File: src/rtl/fetch_unit.sv
// Instruction fetch stage: issues single outstanding imem requests, tracks
// redirects while a request is in flight, and feeds the IF/ID register via a
// one-entry holding buffer when decode cannot accept a returning word.
module fetch_unit #(
    parameter logic [31:0] RESET_PC = 32'h0000_0000
) (
    input  logic        clk,
    input  logic        reset,
    input  logic        StallF,
    input  logic        StallD,
    input  logic        FlushD,
    input  logic        PCSrcE,
    input  logic [31:0] PCTargetE,
    output logic        ImemReq,
    output logic [31:0] ImemAddr,
    input  logic        ImemValid,
    input  logic [31:0] ImemRdata,
    output logic [31:0] InstrD,
    output logic [31:0] PCD,
    output logic [31:0] PCPlus4D,
    output logic        ValidD,
    output logic        FetchBusy
);

    localparam logic [31:0] NOP_INSTR = 32'h0000_0013;

    typedef enum logic [1:0] {
        IDLE  = 2'd0,
        WAIT  = 2'd1,
        DRAIN = 2'd2
    } state_t;

    state_t      state_r;
    state_t      state_next_s;
    logic        issue_s;
    logic        accept_s;

    logic [31:0] pcf_r;
    logic [31:0] req_pc_r;
    logic [31:0] buf_instr_r;
    logic [31:0] buf_pc_r;
    logic        buf_full_r;

    logic [31:0] instr_d_r;
    logic [31:0] pc_d_r;
    logic [31:0] pc_plus4_d_r;
    logic        valid_d_r;

    // Next-state logic plus the issue/accept decisions for this cycle.
    always_comb begin
        state_next_s = state_r;
        issue_s      = 1'b0;
        accept_s     = 1'b0;
        case (state_r)
            IDLE: begin
                // A response arriving here belongs to an abandoned request and is ignored.
                if (!buf_full_r && !StallF && !PCSrcE && !reset) begin
                    issue_s      = 1'b1;
                    state_next_s = WAIT;
                end else begin
                    state_next_s = IDLE;
                end
            end
            WAIT: begin
                if (ImemValid) begin
                    // A redirect in the same cycle turns the response into a dropped word.
                    accept_s     = !PCSrcE;
                    state_next_s = IDLE;
                end else if (PCSrcE) begin
                    state_next_s = DRAIN;
                end else begin
                    state_next_s = WAIT;
                end
            end
            DRAIN: begin
                if (ImemValid) begin
                    state_next_s = IDLE;
                end else begin
                    state_next_s = DRAIN;
                end
            end
            default: begin
                state_next_s = IDLE;
            end
        endcase
    end

    // Fetch FSM state register.
    always_ff @(posedge clk) begin
        if (reset) begin
            state_r <= IDLE;
        end else begin
            state_r <= state_next_s;
        end
    end

    // Fetch PC, outstanding-request PC and the one-entry holding buffer.
    always_ff @(posedge clk) begin
        if (reset) begin
            pcf_r       <= RESET_PC;
            req_pc_r    <= RESET_PC;
            buf_instr_r <= 32'h0000_0000;
            buf_pc_r    <= 32'h0000_0000;
            buf_full_r  <= 1'b0;
        end else begin
            if (issue_s) begin
                req_pc_r <= pcf_r;
            end else begin
                req_pc_r <= req_pc_r;
            end

            if (PCSrcE) begin
                pcf_r <= PCTargetE;
            end else if (accept_s) begin
                pcf_r <= req_pc_r + 32'd4;
            end else begin
                pcf_r <= pcf_r;
            end

            if (PCSrcE) begin
                buf_full_r <= 1'b0;
            end else if (accept_s && (StallD || FlushD)) begin
                buf_instr_r <= ImemRdata;
                buf_pc_r    <= req_pc_r;
                buf_full_r  <= 1'b1;
            end else if (buf_full_r && !FlushD && !StallD) begin
                // Buffered word moves into IF/ID this cycle.
                buf_full_r <= 1'b0;
            end else begin
                buf_full_r <= buf_full_r;
            end
        end
    end

    // IF/ID pipeline register: flush, hold, buffered word, fresh word, or bubble.
    always_ff @(posedge clk) begin
        if (reset) begin
            instr_d_r    <= NOP_INSTR;
            pc_d_r       <= 32'h0000_0000;
            pc_plus4_d_r <= 32'h0000_0000;
            valid_d_r    <= 1'b0;
        end else if (FlushD) begin
            instr_d_r <= NOP_INSTR;
            valid_d_r <= 1'b0;
        end else if (StallD) begin
            instr_d_r    <= instr_d_r;
            pc_d_r       <= pc_d_r;
            pc_plus4_d_r <= pc_plus4_d_r;
            valid_d_r    <= valid_d_r;
        end else if (buf_full_r) begin
            instr_d_r    <= buf_instr_r;
            pc_d_r       <= buf_pc_r;
            pc_plus4_d_r <= buf_pc_r + 32'd4;
            valid_d_r    <= 1'b1;
        end else if (accept_s) begin
            instr_d_r    <= ImemRdata;
            pc_d_r       <= req_pc_r;
            pc_plus4_d_r <= req_pc_r + 32'd4;
            valid_d_r    <= 1'b1;
        end else begin
            instr_d_r <= NOP_INSTR;
            valid_d_r <= 1'b0;
        end
    end

    // The request strobe must rise in the same cycle the fetch is allowed.
    assign ImemReq   = issue_s;
    assign ImemAddr  = pcf_r;
    assign InstrD    = instr_d_r;
    assign PCD       = pc_d_r;
    assign PCPlus4D  = pc_plus4_d_r;
    assign ValidD    = valid_d_r;
    assign FetchBusy = (state_r != IDLE);

endmodule

File: config.mk
export PLATFORM = sky130hd
export DESIGN_NAME = fetch_unit
export DESIGN_NICKNAME = d
export VERILOG_FILES = /design/src/rtl/fetch_unit.sv
export SDC_FILE = /design/constraint.sdc
export NUM_CORES = 1
export LEC_CHECK = 0
export BUFFER_PORTS_ARGS = -buffer_cell sky130_fd_sc_hd__buf_2
export CAP_MARGIN = 20
export CORE_AREA = 4 4 137 139
export CTS_CLUSTER_SIZE = 12
export DETAILED_ROUTE_END_ITERATION = 6
export DIE_AREA = 0 0 141 143
export GPL_TIMING_DRIVEN = 0
export PLACE_DENSITY = 0.92
export SLEW_MARGIN = 15
export SYNTH_ARGS = -nofsm -noshare
export SYNTH_HDL_FRONTEND = slang
export SYNTH_SLANG_ARGS = --single-unit
File: constraint.sdc
create_clock -name clk -period 3.5 [get_ports clk]
set_input_delay 0.35 -clock clk [delete_from_list [all_inputs] [get_ports clk]]
set_output_delay 0.35 -clock clk [all_outputs]
set_load 0.02 [all_outputs]
* Word-level counts from Yosys, hierarchy flattened
Cells that the tools add are included.
** Word-level totals
- Output and inout bits :: 131
- Logic and storage cells :: 59
- Bits in registers :: 228
- Input bits :: 71
** Cells by class
- Reduce and logical (&&, ||, !) cells :: 22
- Mux-type cells :: 20
- Eq/ne operators :: 2
- Add/subtract/negate cells :: 2
- Bitwise gates (word level) :: 3
** Operator list (number)
- 32-bit 2-to-1 mux :: 7
- 32-bit by 3-bit adder with 32-bit output (second input constant) :: 2
- 1-bit 2-to-1 mux :: 9
- 2-bit nonzero test :: 4
- 1-bit logical AND :: 6
- 1-bit logical NOT :: 6
- 2-bit 2-to-1 mux :: 3
- 2-bit one-hot mux with 3 select lines :: 1
- 2-bit OR reduction :: 2
- 1-bit inverter :: 3
- 3-bit AND reduction :: 1
- 2-bit by 1-bit equality test with 1-bit output (second input constant) :: 1
- 2-bit equality test (second input constant) :: 1
- 2-bit logical NOT :: 1
- 2-bit AND reduction :: 1
- 1-bit logical OR :: 1

* Depth between registers and ports, before layout
- Word-level depth :: 6
- Depth in mapped cells :: 8
- Gate-level depth less buffers :: 6

* Least setup slack after synthesis
No wires, ideal clock.
- Kind :: register to register
- From :: register req_pc_r[2]
- To :: register pc_plus4_d_r[22], in the netlist PCPlus4D[22]
- Stages on the path, launching flop included :: 9
- Data arrival time :: 2108 ps
- Path slack :: 1307 ps
- Period minus slack after synthesis :: 2193 ps
- Library setup time :: 84 ps
- Data required time :: 3416 ps
- Path buffers :: 2
- Path through :: dfxtp_1 ha_1 nand4_4 or4_4 buf_6 buf_6 nor4_4 nor3_1 o31ai_2
** On the way
- Word-level cells in the longest chain between the ends :: 3
** RTL lines
- start, declared :: line 39 : logic [31:0] req_pc_r;
- start signal, assigned :: line 107 : req_pc_r <= pcf_r;
- start signal, assigned :: line 109 : req_pc_r <= req_pc_r;
- 32-bit by 3-bit adder with 32-bit output :: line 158 : pc_plus4_d_r <= req_pc_r + 32'd4;
- 32-bit 2-to-1 mux :: line 155 : end else if (accept_s) begin
- 32-bit 2-to-1 mux :: line 150 : end else if (buf_full_r) begin
- end signal, assigned :: line 148 : pc_plus4_d_r <= pc_plus4_d_r;
- end signal, assigned :: line 153 : pc_plus4_d_r <= buf_pc_r + 32'd4;
- end signal, assigned :: line 158
- end, declared :: line 46 : logic [31:0] pc_plus4_d_r;
No other way between the ends. The select of a mux whose other input is x is not followed.
A chain may end at the register's enable or synchronous reset.

* Worst setup path after layout
- From :: register state_r[1]
- To :: output ImemReq
** On the way
- Word-level cells in the longest chain between the ends :: 2
** RTL lines
- start, declared :: line 33 : state_t state_r;
- start signal, assigned :: line 93 : state_r <= state_next_s;
- 2-bit logical NOT :: line 54 : case (state_r)
- 1-bit 2-to-1 mux :: line 54
- end, declared :: line 14 : output logic ImemReq,
No other way between the ends.

==> results.toml <==
[layout]
fillCellCount = 1389
layout.nets = 1580
drive_gt1_share_pct = 18.4
area_growth_pct = 19.2
antenna_cells = 0

[clock_network]
clock_sinks = 226
cts_max_path_buffers = 3
clk_latency_ns = 0.55
htree_num_levels = 1
hold_buffers = 0
cts-resized-gates = 0
post_cts_buffers = 0
numCtsBuffers = 24
cts-root-buf = "clkbuf_16"
cts_tree = "done"
clk_pin_slew_ns = 0.06

[route]
wl_per_cell_um = 20.4
via_per_inst = 6.35
wl_mm = 35.7
ant_nets = 0
drc = 0
drt_pass1_iterations = 7
vias = 11100
drt_iter0_markers = 1280

[placement]
hpwl_mm = 25.3
place_congestion = 0.961
io_buffers = 199
pre_cts_slack_ns = 0.874

[global_routing]
antenna_found_initial = 0
grt_overflow_total = 0
grt_pass1_wl_mm = 54.6
gr-usage-all-layers_pct = 33.8
grt_max_degree = 13
grt_pass1_vias = 10300

[sta]
fin_tns_setup_ns = 0
hold_viol = 0
relSlewSlack_pct = 24.3
setup_viol = 0
fin_ws_ns = 0.559
fin_skew_ns = 0.0193
fmax_ghz = 0.340
worst_slew_pin_slew_ns = 1.13
rsz0062_at_grt = "no"
fin_crit_ns = 2.94
final_max_slew_viol_count = 0
fin_crit_sh_pct = 84.0

[pwr]
p_int_mw = 4.09
pwr_density_cell_mw_per_mm2 = 443
swShare_pct = 25.4
peakVddDrop_mv = 0.394
p_leak_nw = 4.48
p_comb_share_pct = 7.8
seq_power_share_pct = 48.6
p_clk_share_pct = 43.6
p_sw_mw = 1.39

[yosys]
async_flop_share_pct = 0
synth_top_cell_by_area = "dfxtp_1"
synth_area_mm2 = 0.0104
yosysWarnings = 0
syn_nets = 1355
ys_seq_area_share_pct = 43.5
ys_seq_elements = 226
synth.distinct_cells = 64
synth-edff-count = 0
synth_ff_type = "dfxtp_1"
yosysMostFrequentCell = "nand2_1"
yosys-top-cells-area = "dfxtp_1 (44%), nand2_1 (10%), a21oi_1 (5.7%)"
syn_inst = 1282
synthTopCellsByCount = "nand2_1 (277), dfxtp_1 (226), a21oi_1 (119)"
avgSynthCellArea_um2 = 8.10
netlist.area_leader.share_pct = 43.5

[die]
num_rows = 49
die_w_um = 141
fp.dieH_um = 143
core_area_mm2 = 0.0177
ios = 202
dieArea_mm2 = 0.0202
start_util_pct = 58.8

[outcome]
status = "finished clean"

[worst_hold_path]
hp-class = "input pin to register"

[critical_path]
crit_path_cell_trace = "or2_2, nor3_1, nand2_1, inv_1, buf_1, buf_2"
cp_data_required_time_ns = 3.15
arrival_ns = 2.59
end_kind = "primary output"
cp-start-kind = "register"
cp_slowest_cell = "buf_1"
cpPeakStageDelay_ns = 0.50
path_buf_inv = 3
critPathMaxFanout = 10
critical-path-top-delay-family = "buffers and inverters"
path_class = "register to primary output"

[flow_run]
maxCapViolCount = 0
[through the flow]
| step | utilization [%] | std cells | hold WS, ns | power, mW | instance area (µm²) |
|---|---|---|---|---|---|
| after floorplan | - | 1282 | 0.427 | 2.95 | 10400 |
| after global placement | 66.1 | 1710 | 0.442 | 3.12 | 11700 |
| after detailed placement | 66.1 | 1710 | 0.449 | 3.13 | 11700 |
| after CTS | 70.1 | 1747 | 0.0253 | 5.44 | 12400 |
| after global routing | 70.2 | 1747 | 0.0182 | 5.61 | 12400 |
| final | 70.2 | 1747 | 0.0153 | 5.48 | 12400 |
[sequential cells by signal, indices dropped and copies added (netlist names)]
signal and cells:
buf_pc_r 32, PCD 32, state_r 2, buf_instr_r 32
InstrD 32, buf_full_r 1, PCPlus4D 30, ValidD 1
ImemAddr 32, req_pc_r 32
[layer usage]
| metal | GRT usage [%] | up-vias | wire [µm] |
|---|---|---|---|
| li1 | - | 4982 | - |
| met1 | 41.8 | 5128 | 13000 |
| met2 | 54.2 | 808 | 16000 |
| met3 | 10.0 | 175 | 4690 |
| met4 | 16.8 | 0 | 2010 |
| met5 | 0 | - | 0 |
[logic make-up (layout without fill, tap and decap cells)]
group	count (synthesis)	count (layout)	synth area share, %
fa+ha+maj	2	2	0.241
buf+inv	127	363	5.19
xor+xnor	20	20	1.69
simple gates	554	554	26.3
flops	226	226	43.5
compound gates	314	314	19.2
mux	39	39	3.79
[worst reg2reg max path, stage by stage, from the launching register on]
cell	delay, ns
dfxtp_1	0.52
ha_1	0.32
nand4_4	0.16
or4_4	0.54
buf_6	0.17
o31a_1	0.31
nor3_1	0.34
o21ai_1	0.12
[power groups by stage]
stage	clock, mW	sequential [mW]	combinational (mW)
final	2.39	2.67	0.425
after global routing	2.49	2.67	0.453
after CTS	2.36	2.66	0.412
after detailed placement	0	2.72	0.408
after global placement	0	2.72	0.402
after floorplan	0	2.76	0.191
[area by class of cell]
cell class / count / area, µm² / share of cell area, %
Tap cell: 229 / 287 / 2.31
Clock inverter: 5 / 38.8 / 0.313
Inverter: 10 / 37.5 / 0.303
Sequential cell: 226 / 4520 / 36.5
Clock buffer: 32 / 671 / 5.41
Multi-Input combinational cell: 929 / 5330 / 43.0
Buffer: 117 / 502 / 4.05
Timing Repair Buffer: 199 / 996 / 8.04
[placed cells by master, fill, tap and decap left out, types with 7 or more instances in the layout]
cell type | synthesis | final
a21oi_1 | 119 | 119
o211ai_1 | 11 | 11
a211oi_1 | 33 | 33
dfxtp_1 | 226 | 226
o21a_1 | 8 | 8
nor2_1 | 60 | 60
mux2i_1 | 36 | 36
clkbuf_16 | 0 | 24
nand4_1 | 15 | 15
nor2b_1 | 32 | 32
buf_2 | 10 | 209
and3_1 | 8 | 8
clkbuf_1 | 92 | 96
nor4_1 | 10 | 10
a221oi_1 | 29 | 29
o21ai_0 | 26 | 26
nand2_1 | 277 | 277
nand3b_1 | 10 | 10
inv_1 | 8 | 8
o31a_1 | 13 | 13
xor2_1 | 7 | 7
a31oi_1 | 16 | 16
o31ai_1 | 7 | 7
xnor2_1 | 13 | 13
nor3_1 | 64 | 63
nand3_1 | 26 | 26
and4_1 | 10 | 10
o21ai_1 | 25 | 25
[final timing paths]
path / slack [ns] / cells past startpoint / start / to
worst max-delay path: 0.56 / 6 / state_r[1] / ImemReq
worst min register to register: 0.45 / 2 / PCPlus4D[2] / PCPlus4D[2]
worst max register to register: 0.88 / 7 / req_pc_r[2] / ImemAddr[22]
worst min-delay path: 0.02 / 2 / PCTargetE[17] / ImemAddr[17]
Note: power is estimated with default switching activity, not from simulation.
